`config.mk`:
```
export PLATFORM = sky130hd
export DESIGN_NAME = uart_rx
export DESIGN_NICKNAME = d
export VERILOG_FILES = /design/src/rtl/uart_rx_pkg.sv /design/src/rtl/uart_rx_sync_ff.sv /design/src/rtl/uart_rx.sv
export SDC_FILE = /design/constraint.sdc
export NUM_CORES = 1
export LEC_CHECK = 0
export BUFFER_PORTS_ARGS = -buffer_cell sky130_fd_sc_hd__buf_2
export CELL_PAD_IN_SITES_DETAIL_PLACEMENT = 1
export CELL_PAD_IN_SITES_GLOBAL_PLACEMENT = 1
export CORE_AREA = 2 2 66 68
export CTS_BUF_LIST = sky130_fd_sc_hd__clkbuf_8
export CTS_CLUSTER_SIZE = 40
export DETAILED_ROUTE_END_ITERATION = 6
export DIE_AREA = 0 0 68 70
export PLACE_DENSITY_LB_ADDON = 0.3
export SYNTH_ARGS = -nofsm -noshare
export SYNTH_HDL_FRONTEND = slang
export SYNTH_SLANG_ARGS = --single-unit
export TNS_END_PERCENT = 100
```
`constraint.sdc`:
```
create_clock -name clk -period 2.1 [get_ports clk]
set_input_delay 0.105 -clock clk [delete_from_list [all_inputs] [get_ports clk]]
set_output_delay 0.105 -clock clk [all_outputs]
set_load 0.01 [all_outputs]
```
`src/rtl/uart_rx_pkg.sv`:
```
// uart_rx shared definitions.
// FSM state encoding and default bit period, shared with the transmitter.
package uart_rx_pkg;

  localparam int DEF_CLKS_PER_BIT = 104;

  typedef enum logic [2:0] {
    S_IDLE      = 3'd0,
    S_START     = 3'd1,
    S_DATA      = 3'd2,
    S_STOP      = 3'd3,
    S_WAIT_IDLE = 3'd4
  } rx_state_e;

endpackage

```
`src/rtl/uart_rx_sync_ff.sv`:
```
// sync_ff: multi-flop synchroniser for asynchronous input pins.
// Flops reset to RESET_VAL so an idle-high line looks idle after reset.
module sync_ff #(
  parameter int                WIDTH     = 1,
  parameter int                STAGES    = 2,
  parameter logic [WIDTH-1:0]  RESET_VAL = '1
) (
  input  logic             clk,
  input  logic             rst,
  input  logic [WIDTH-1:0] i_d,
  output logic [WIDTH-1:0] o_q
);

  logic [STAGES-1:0][WIDTH-1:0] r_pipe;

  // shift the pin through STAGES flops
  always_ff @(posedge clk) begin
    if (rst) begin
      r_pipe <= {STAGES{RESET_VAL}};
    end else begin
      r_pipe <= {r_pipe[STAGES-2:0], i_d};
    end
  end

  assign o_q = r_pipe[STAGES-1];

endmodule

```
`src/rtl/uart_rx.sv`:
```
// uart_rx: 8N1 UART receiver with framing-error reporting.
// Samples mid-bit off a synchronised copy of the line.
module uart_rx
  import uart_rx_pkg::*;
#(
  parameter int CLKS_PER_BIT = DEF_CLKS_PER_BIT,
  parameter int SYNC_STAGES  = 2
) (
  input  logic       clk,
  input  logic       rst,
  input  logic       rx,
  output logic       received,
  output logic [7:0] rx_byte,
  output logic       frame_error,
  output logic       busy
);

  localparam int CW = $clog2(CLKS_PER_BIT);
  localparam logic [CW-1:0] BIT_LAST  = CW'(CLKS_PER_BIT - 1);
  localparam logic [CW-1:0] HALF_LAST = CW'(CLKS_PER_BIT / 2 - 1);

  logic          w_rxs;
  rx_state_e     r_state;
  rx_state_e     w_state;
  logic [CW-1:0] r_cnt;
  logic [CW-1:0] w_cnt;
  logic [2:0]    r_idx;
  logic [2:0]    w_idx;
  logic [7:0]    r_shift;
  logic [7:0]    w_shift;
  logic          w_rcv;
  logic          w_ferr;
  logic          r_received;
  logic          r_frame_error;
  logic [7:0]    r_rx_byte;

  sync_ff #(
    .WIDTH     (1),
    .STAGES    (SYNC_STAGES),
    .RESET_VAL (1'b1)
  ) u_sync (
    .clk (clk),
    .rst (rst),
    .i_d (rx),
    .o_q (w_rxs)
  );

  // next-state, counters and shift register
  always_comb begin
    w_state = r_state;
    w_cnt   = r_cnt;
    w_idx   = r_idx;
    w_shift = r_shift;
    w_rcv   = 1'b0;
    w_ferr  = 1'b0;
    unique case (r_state)
      S_IDLE: begin
        if (!w_rxs) begin
          w_state = S_START;
          w_cnt   = '0;
        end
      end
      S_START: begin
        if (r_cnt == HALF_LAST) begin
          w_cnt = '0;
          if (w_rxs) begin
            w_state = S_IDLE;
          end else begin
            w_state = S_DATA;
            w_idx   = 3'd0;
          end
        end else begin
          w_cnt = r_cnt + 1'b1;
        end
      end
      S_DATA: begin
        if (r_cnt == BIT_LAST) begin
          w_cnt   = '0;
          w_shift = {w_rxs, r_shift[7:1]};
          w_idx   = r_idx + 3'd1;
          if (r_idx == 3'd7) begin
            w_state = S_STOP;
          end
        end else begin
          w_cnt = r_cnt + 1'b1;
        end
      end
      S_STOP: begin
        if (r_cnt == BIT_LAST) begin
          w_cnt = '0;
          if (w_rxs) begin
            w_rcv   = 1'b1;
            w_state = S_IDLE;
          end else begin
            w_ferr  = 1'b1;
            w_state = S_WAIT_IDLE;
          end
        end else begin
          w_cnt = r_cnt + 1'b1;
        end
      end
      S_WAIT_IDLE: begin
        if (w_rxs) begin
          w_state = S_IDLE;
        end
      end
      default: begin
        w_state = S_IDLE;
      end
    endcase
  end

  // FSM state and datapath registers
  always_ff @(posedge clk) begin
    if (rst) begin
      r_state <= S_IDLE;
      r_cnt   <= '0;
      r_idx   <= 3'd0;
      r_shift <= 8'd0;
    end else begin
      r_state <= w_state;
      r_cnt   <= w_cnt;
      r_idx   <= w_idx;
      r_shift <= w_shift;
    end
  end

  // registered outputs; byte only updates on a good frame
  always_ff @(posedge clk) begin
    if (rst) begin
      r_received    <= 1'b0;
      r_frame_error <= 1'b0;
      r_rx_byte     <= 8'd0;
    end else begin
      r_received    <= w_rcv;
      r_frame_error <= w_ferr;
      if (w_rcv) begin
        r_rx_byte <= r_shift;
      end
    end
  end

  assign received    = r_received;
  assign frame_error = r_frame_error;
  assign rx_byte     = r_rx_byte;
  assign busy        = (r_state != S_IDLE);

endmodule
```
# Word-level counts from Yosys, hierarchy flattened
# Index checks and enable logic that the tools add are counted.
[word_totals] elab_cells=58 input_bits=3 register_bits=33 output_inout_bits=11
[op_classes] muxes=21 addsub=2 reduce_logical=10 eq_ne=14 n_bitwise=2
[ops] cell="$mux 3" n=10
[ops] cell="$mux 7" n=3
[ops] cell="$pmux 7 s3" n=1
[ops] cell="$pmux 3 s5" n=1
[ops] cell="$ne 2x2->1 const B" n=6
[ops] cell="$add 7x1->7 const B" n=1
[ops] cell="$eq 7x6->1 const B" n=1
[ops] cell="$eq 7x7->1 const B" n=1
[ops] cell="$eq 3x2->1 const B" n=2
[ops] cell="$eq 3x3->1 const B" n=2
[ops] cell="$pmux 3 s2" n=1
[ops] cell="$reduce_and 6->1" n=1
[ops] cell="$reduce_bool 3->1" n=2
[ops] cell="$mux 1" n=4
[ops] cell="$reduce_and 2->1" n=2
[ops] cell="$reduce_and 4->1" n=1
[ops] cell="$add 3x1->3 const B" n=1
[ops] cell="$eq 3x1->1 const B" n=1
[ops] cell="$logic_not 3->1" n=1
[ops] cell="$reduce_or 3->1" n=1
[ops] cell="$mux 2" n=1
[ops] cell="$ne 2x1->1 const B" n=1
[ops] cell="$not 1->1" n=2
[ops] cell="$reduce_bool 2->1" n=1
[ops] cell="$reduce_or 2->1" n=1

# Depth between registers and ports, before layout
[depth] depth_word=4 depth_mapped=6 mapped_depth_nobuf=5

# Cells and area by module
# From an unflattened synthesis, not the netlist that was laid out.
[hier_totals] hier_cells=174 area_unflattened_um2=1612.8
[modules_own_cells] module="uart_rx" seq_area_each_um2=620.6 area_each_um2=1560.2 cells_per_inst=170 instances=1
[modules_own_cells] module="sync_ff" seq_area_each_um2=40.0 area_each_um2=52.6 cells_per_inst=4 instances=1

# Worst setup path after synthesis
# OpenSTA, ideal clock, no wires.
[synth_path] path_type="flip-flop to flip-flop" startpoint="register r_cnt[0]" endpoint="register r_cnt[6]" setup_time_ps=139 stages_incl_launch_ff=7 period_less_slack_ps=1660 arrival_ps=1521 path_slack_ps=440 cell_sequence="dfxtp_1 ha_1 nor4b_2 a311oi_2 buf_6 o2111ai_2 o221ai_1"
[synth_via] elab_chain_len=3
[synth_rtl] item="start: declaration" line_no="uart_rx.sv:25" source="logic [CW-1:0] r_cnt;"
[synth_rtl] item="start signal: assignment" line_no="uart_rx.sv:122" source="r_cnt <= w_cnt;"
[synth_rtl] item="$add 7x1->7, or another cell as far along" line_no="uart_rx.sv:73, uart_rx.sv:85, uart_rx.sv:99"
[synth_rtl] item="$mux 7, on equally long branches" line_no="uart_rx.sv:77, uart_rx.sv:89, uart_rx.sv:64"
[synth_rtl] item="$pmux 7 s3 (*)" line_no="uart_rx.sv:56" source="unique case (r_state)"
# Mark *: on every way between the ends. The rest lies on a longest branch, timed or not.
# A chain may end at the register's enable or synchronous reset.

# Worst setup path in the final report
[layout_path] startpoint="register r_cnt[0]" endpoint="register r_shift[7]"
[layout_via] elab_chain_len=2
[layout_rtl] item="$eq 7x7->1" line_no="uart_rx.sv:77" source="if (r_cnt == BIT_LAST) begin"
[layout_rtl] item="$reduce_and 2->1 (no source line)"
[layout_rtl] item="end signal: assignment" line_no="uart_rx.sv:124" source="r_shift <= w_shift;"
[layout_rtl] item="end: declaration" line_no="uart_rx.sv:29" source="logic [7:0] r_shift;"
# Every way passes these cells.

==> metrics.md <==
| Metric | Value |
|---|---|
| Vias per cell | `5.647` |
| Critical path class | `reg -> reg` |
| Routed via count | `1,327` |
| GPL Wtd Cong | `0.8165` |
| Most common cell after layout, fill and taps aside | `dfxtp_1` |
| Crit-path cells | `ha_1 > nand4bb_4 > nor4_4 > buf_12 > mux2i_1 > nor2_1` |
| Setup TNS | `0 ns` |
| CORE AREA | `0.004144 mm2` |
| Global route total overflow | `0` |
| Seq cells post-synth | `33` |
| GRT met3 Usage | `0.04348` |
| CTS tree | `built` |
| Cells after DPL | `227` |
| Most frequent cells in the layout | `dfxtp_1 (33), nand2_1 (19), nor2_1 (16)` |
| Int Power | `1.028 mW` |
| Worst-margin pin slew | `0.6866 ns` |
| Mapped Cells | `174` |
| RSZ-0062 raised after global routing | `false` |
| Reg-to-reg slack, setup | `0.19 ns` |
| Register share of total power | `0.487` |
| Count of flip-flops with a built-in enable after synthesis | `0` |
| Die area | `0.004760 mm2` |
| Initial antenna violation count | `0` |
| Final hold vios | `0` |
| Die span in y | `70 um` |
| Total Routing Usage GR | `0.1782` |
| Switching Share | `0.2148` |
| WP data arrival | `2.08 ns` |
| Post-synthesis sequential area ratio | `0.4119` |
| Crit path buffers/inverters | `1` |
| Max incr delay on CP | `0.42 ns` |
| GRT met2 Usage | `0.3042` |
| Endpoints failing setup | `0` |
| Drt drc | `0` |
| Max Slew Vio Count | `0` |
| Grt met1 use | `0.2079` |
| Sink Count | `33` |
| Peak VDD IR | `0.5063 mV` |
| # port buffers | `13` |
| CP max stage cell | `dfxtp_1` |
| Part of the cycle the worst path needs | `0.9105` |
| Final HPWL DP | `2543 um` |
| Fmax | `523.0 MHz` |
| Num CTS Buffers | `5` |
| H-tree depth | `2` |
| Io pins | `14` |
| Clock power frac | `0.479` |
| Clock skew | `0.006489 ns` |
| Logic pwr share | `0.034` |
| Initial core utilization | `0.3871` |
| Slew headroom | `0.5418` |
| Clock Latency Late Sink | `0.28 ns` |
| First-pass DRT Iterations | `4` |
| Final Power | `1.309 mW` |
| Routed WL | `3954 um` |
| Reg clk slew, reported paths | `0.08 ns` |
| Crit start category | `flop` |
| Antenna-violating nets left | `0` |
| CTS resizes | `0` |
| Max FO, Critical Path | `8` |
| CTS root buf | `clkbuf_8` |
| Yosys cell types | `44` |
| CP Capture Type | `flop` |
| DRT iter0 DRCs | `72` |
| First-pass GRT wire length | `6423 um` |
| Min Tclk post-route | `1.912 ns` |
| Longest Clk Path Bufs | `2` |
| Ys async rst share | `0` |
| Post-Layout Cell Count | `235` |
| Gr busiest metal | `met2` |
| Post-Syn Nets | `181` |
| Largest net degree at the start of global routing | `24` |
| Yosys warns | `0` |
| Worst Hold Class | `in -> reg` |
| Delay-heaviest family, CP | `simple AND/OR/NAND/NOR gates` |
| PwrDens | `719.9 mW/mm2` |
| Nets | `189` |
| Synth area leaders | `dfxtp_1 (41%), mux2i_1 (5.0%), nand2_1 (4.4%), a31o_1 (4.4%), a21oi_1 (3.7%)` |
| Synth Area per Inst | `9.219 um2` |
| Syn-to-layout area delta | `13.34%` |
| Net Switching | `0.2812 mW` |
| ANT cells | `0` |
| Ys flop type | `dfxtp_1` |
| Mapped cell area | `0.001604 mm2` |
| FP Rows | `24` |
| Die width | `68 um` |
| Total leakage power | `0.6381 nW` |
| WP data required | `2.27 ns` |
| Post-CTS setup buffer count | `0` |
| Hold_buf cts | `0` |
| Area share of the largest cell type after synthesis | `0.4119` |
| Vias in the first global route | `1,368` |
| Share of layout cells above drive strength 1 | `0.2022` |
| Status | `finished, final reports clean` |
| Max cap viols | `0` |
| WL/cell | `16.83 um` |
| Yosys top cell by area | `dfxtp_1` |
## final timing paths
| kind | startpoint | to | cells past startpoint |
|---|---|---|---|
| hold reg to reg | u_sync.r_pipe[0]$_SDFF_PP1_ | u_sync.o_q$_SDFF_PP1_ | 1 |
| hold / removal | rx | u_sync.r_pipe[0]$_SDFF_PP1_ | 2 |
| setup reg to reg | r_cnt[0]$_SDFFE_PP0P_ | r_shift[7]$_SDFFE_PP0P_ | 6 |
| setup / recovery | r_cnt[0]$_SDFFE_PP0P_ | r_shift[7]$_SDFFE_PP0P_ | 6 |
## cell usage after synthesis (2+ instances only)
master    instances
and3_1            2
o221ai_1          2
or3_1             2
nor3_1            3
dfxtp_1          33
nand3_1           5
buf_4             3
a31oi_1           6
nor2_1           16
clkbuf_1          5
nor3b_1           2
a21oi_1          12
inv_1             3
ha_1              4
nor4_4            2
buf_2             4
o211ai_1          6
nand2_1          19
o21ai_1           3
mux2i_1           8
buf_6             3
or2_2             2
a31o_1            8
## final cells by class
| type | count | area, um2 |
|---|---|---|
| Clock inverter | 2 | 37.54 |
| Fill cell | 492 | 2326 |
| Inverter | 3 | 11.26 |
| Multi-Input combinational cell | 122 | 853.3 |
| Clock buffer | 6 | 82.58 |
| Sequential cell | 33 | 660.6 |
| Tap cell | 52 | 65.06 |
| Timing Repair Buffer | 17 | 107.6 |
## power groups by stage
stage | Clock (mW) | Combinational [mW] | Sequential [mW]
3_5_place_dp | 0 | 0.0429 | 0.651
5_1_grt | 0.673 | 0.0490 | 0.638
3_3_place_gp | 0 | 0.0398 | 0.651
4_1_cts | 0.640 | 0.0430 | 0.637
6_report | 0.627 | 0.0442 | 0.637
2_1_floorplan | 0 | 0.0347 | 0.646
## stage by stage
stage / instance area [um2] / setup WS, ns / utilization / hold WS [ns]
after floorplan: 1604 / 0.4399 / - / 0.2088
after global placement: 1678 / 0.2020 / 0.4049 / 0.2911
after detailed placement: 1678 / 0.06064 / 0.4049 / 0.2988
after CTS: 1798 / 0.06516 / 0.4339 / 0.003517
after global routing: 1818 / 0.06243 / 0.4387 / 0.01964
final: 1818 / 0.1879 / 0.4387 / 0.009428
## kinds of logic after synthesis
| kind of cell | share of synthesized area |
|---|---|
| DFF | 0.4119 |
| AOI/OAI and AO/OA | 0.2176 |
| adders and majority gates | 0.03120 |
| muxes | 0.04992 |
| and+or+nand+nor | 0.2208 |
| buffers and inverters | 0.06864 |
## flip-flops by register name (all words and copies together), names as in the netlist
| name | count |
|---|---|
| u_sync.o_q | 1 |
| rx_byte | 8 |
| r_shift | 8 |
| u_sync.r_pipe | 1 |
| received | 1 |
| r_cnt | 7 |
| r_idx | 3 |
| frame_error | 1 |
| r_state | 3 |
## per-layer routing
layer,vias up,part of all wire
met4,0,0.019
met2,17,0.54
met3,6,0.026
li1,647,-
met1,657,0.41
met5,-,0
Note: power is estimated with default switching activity, not from simulation.
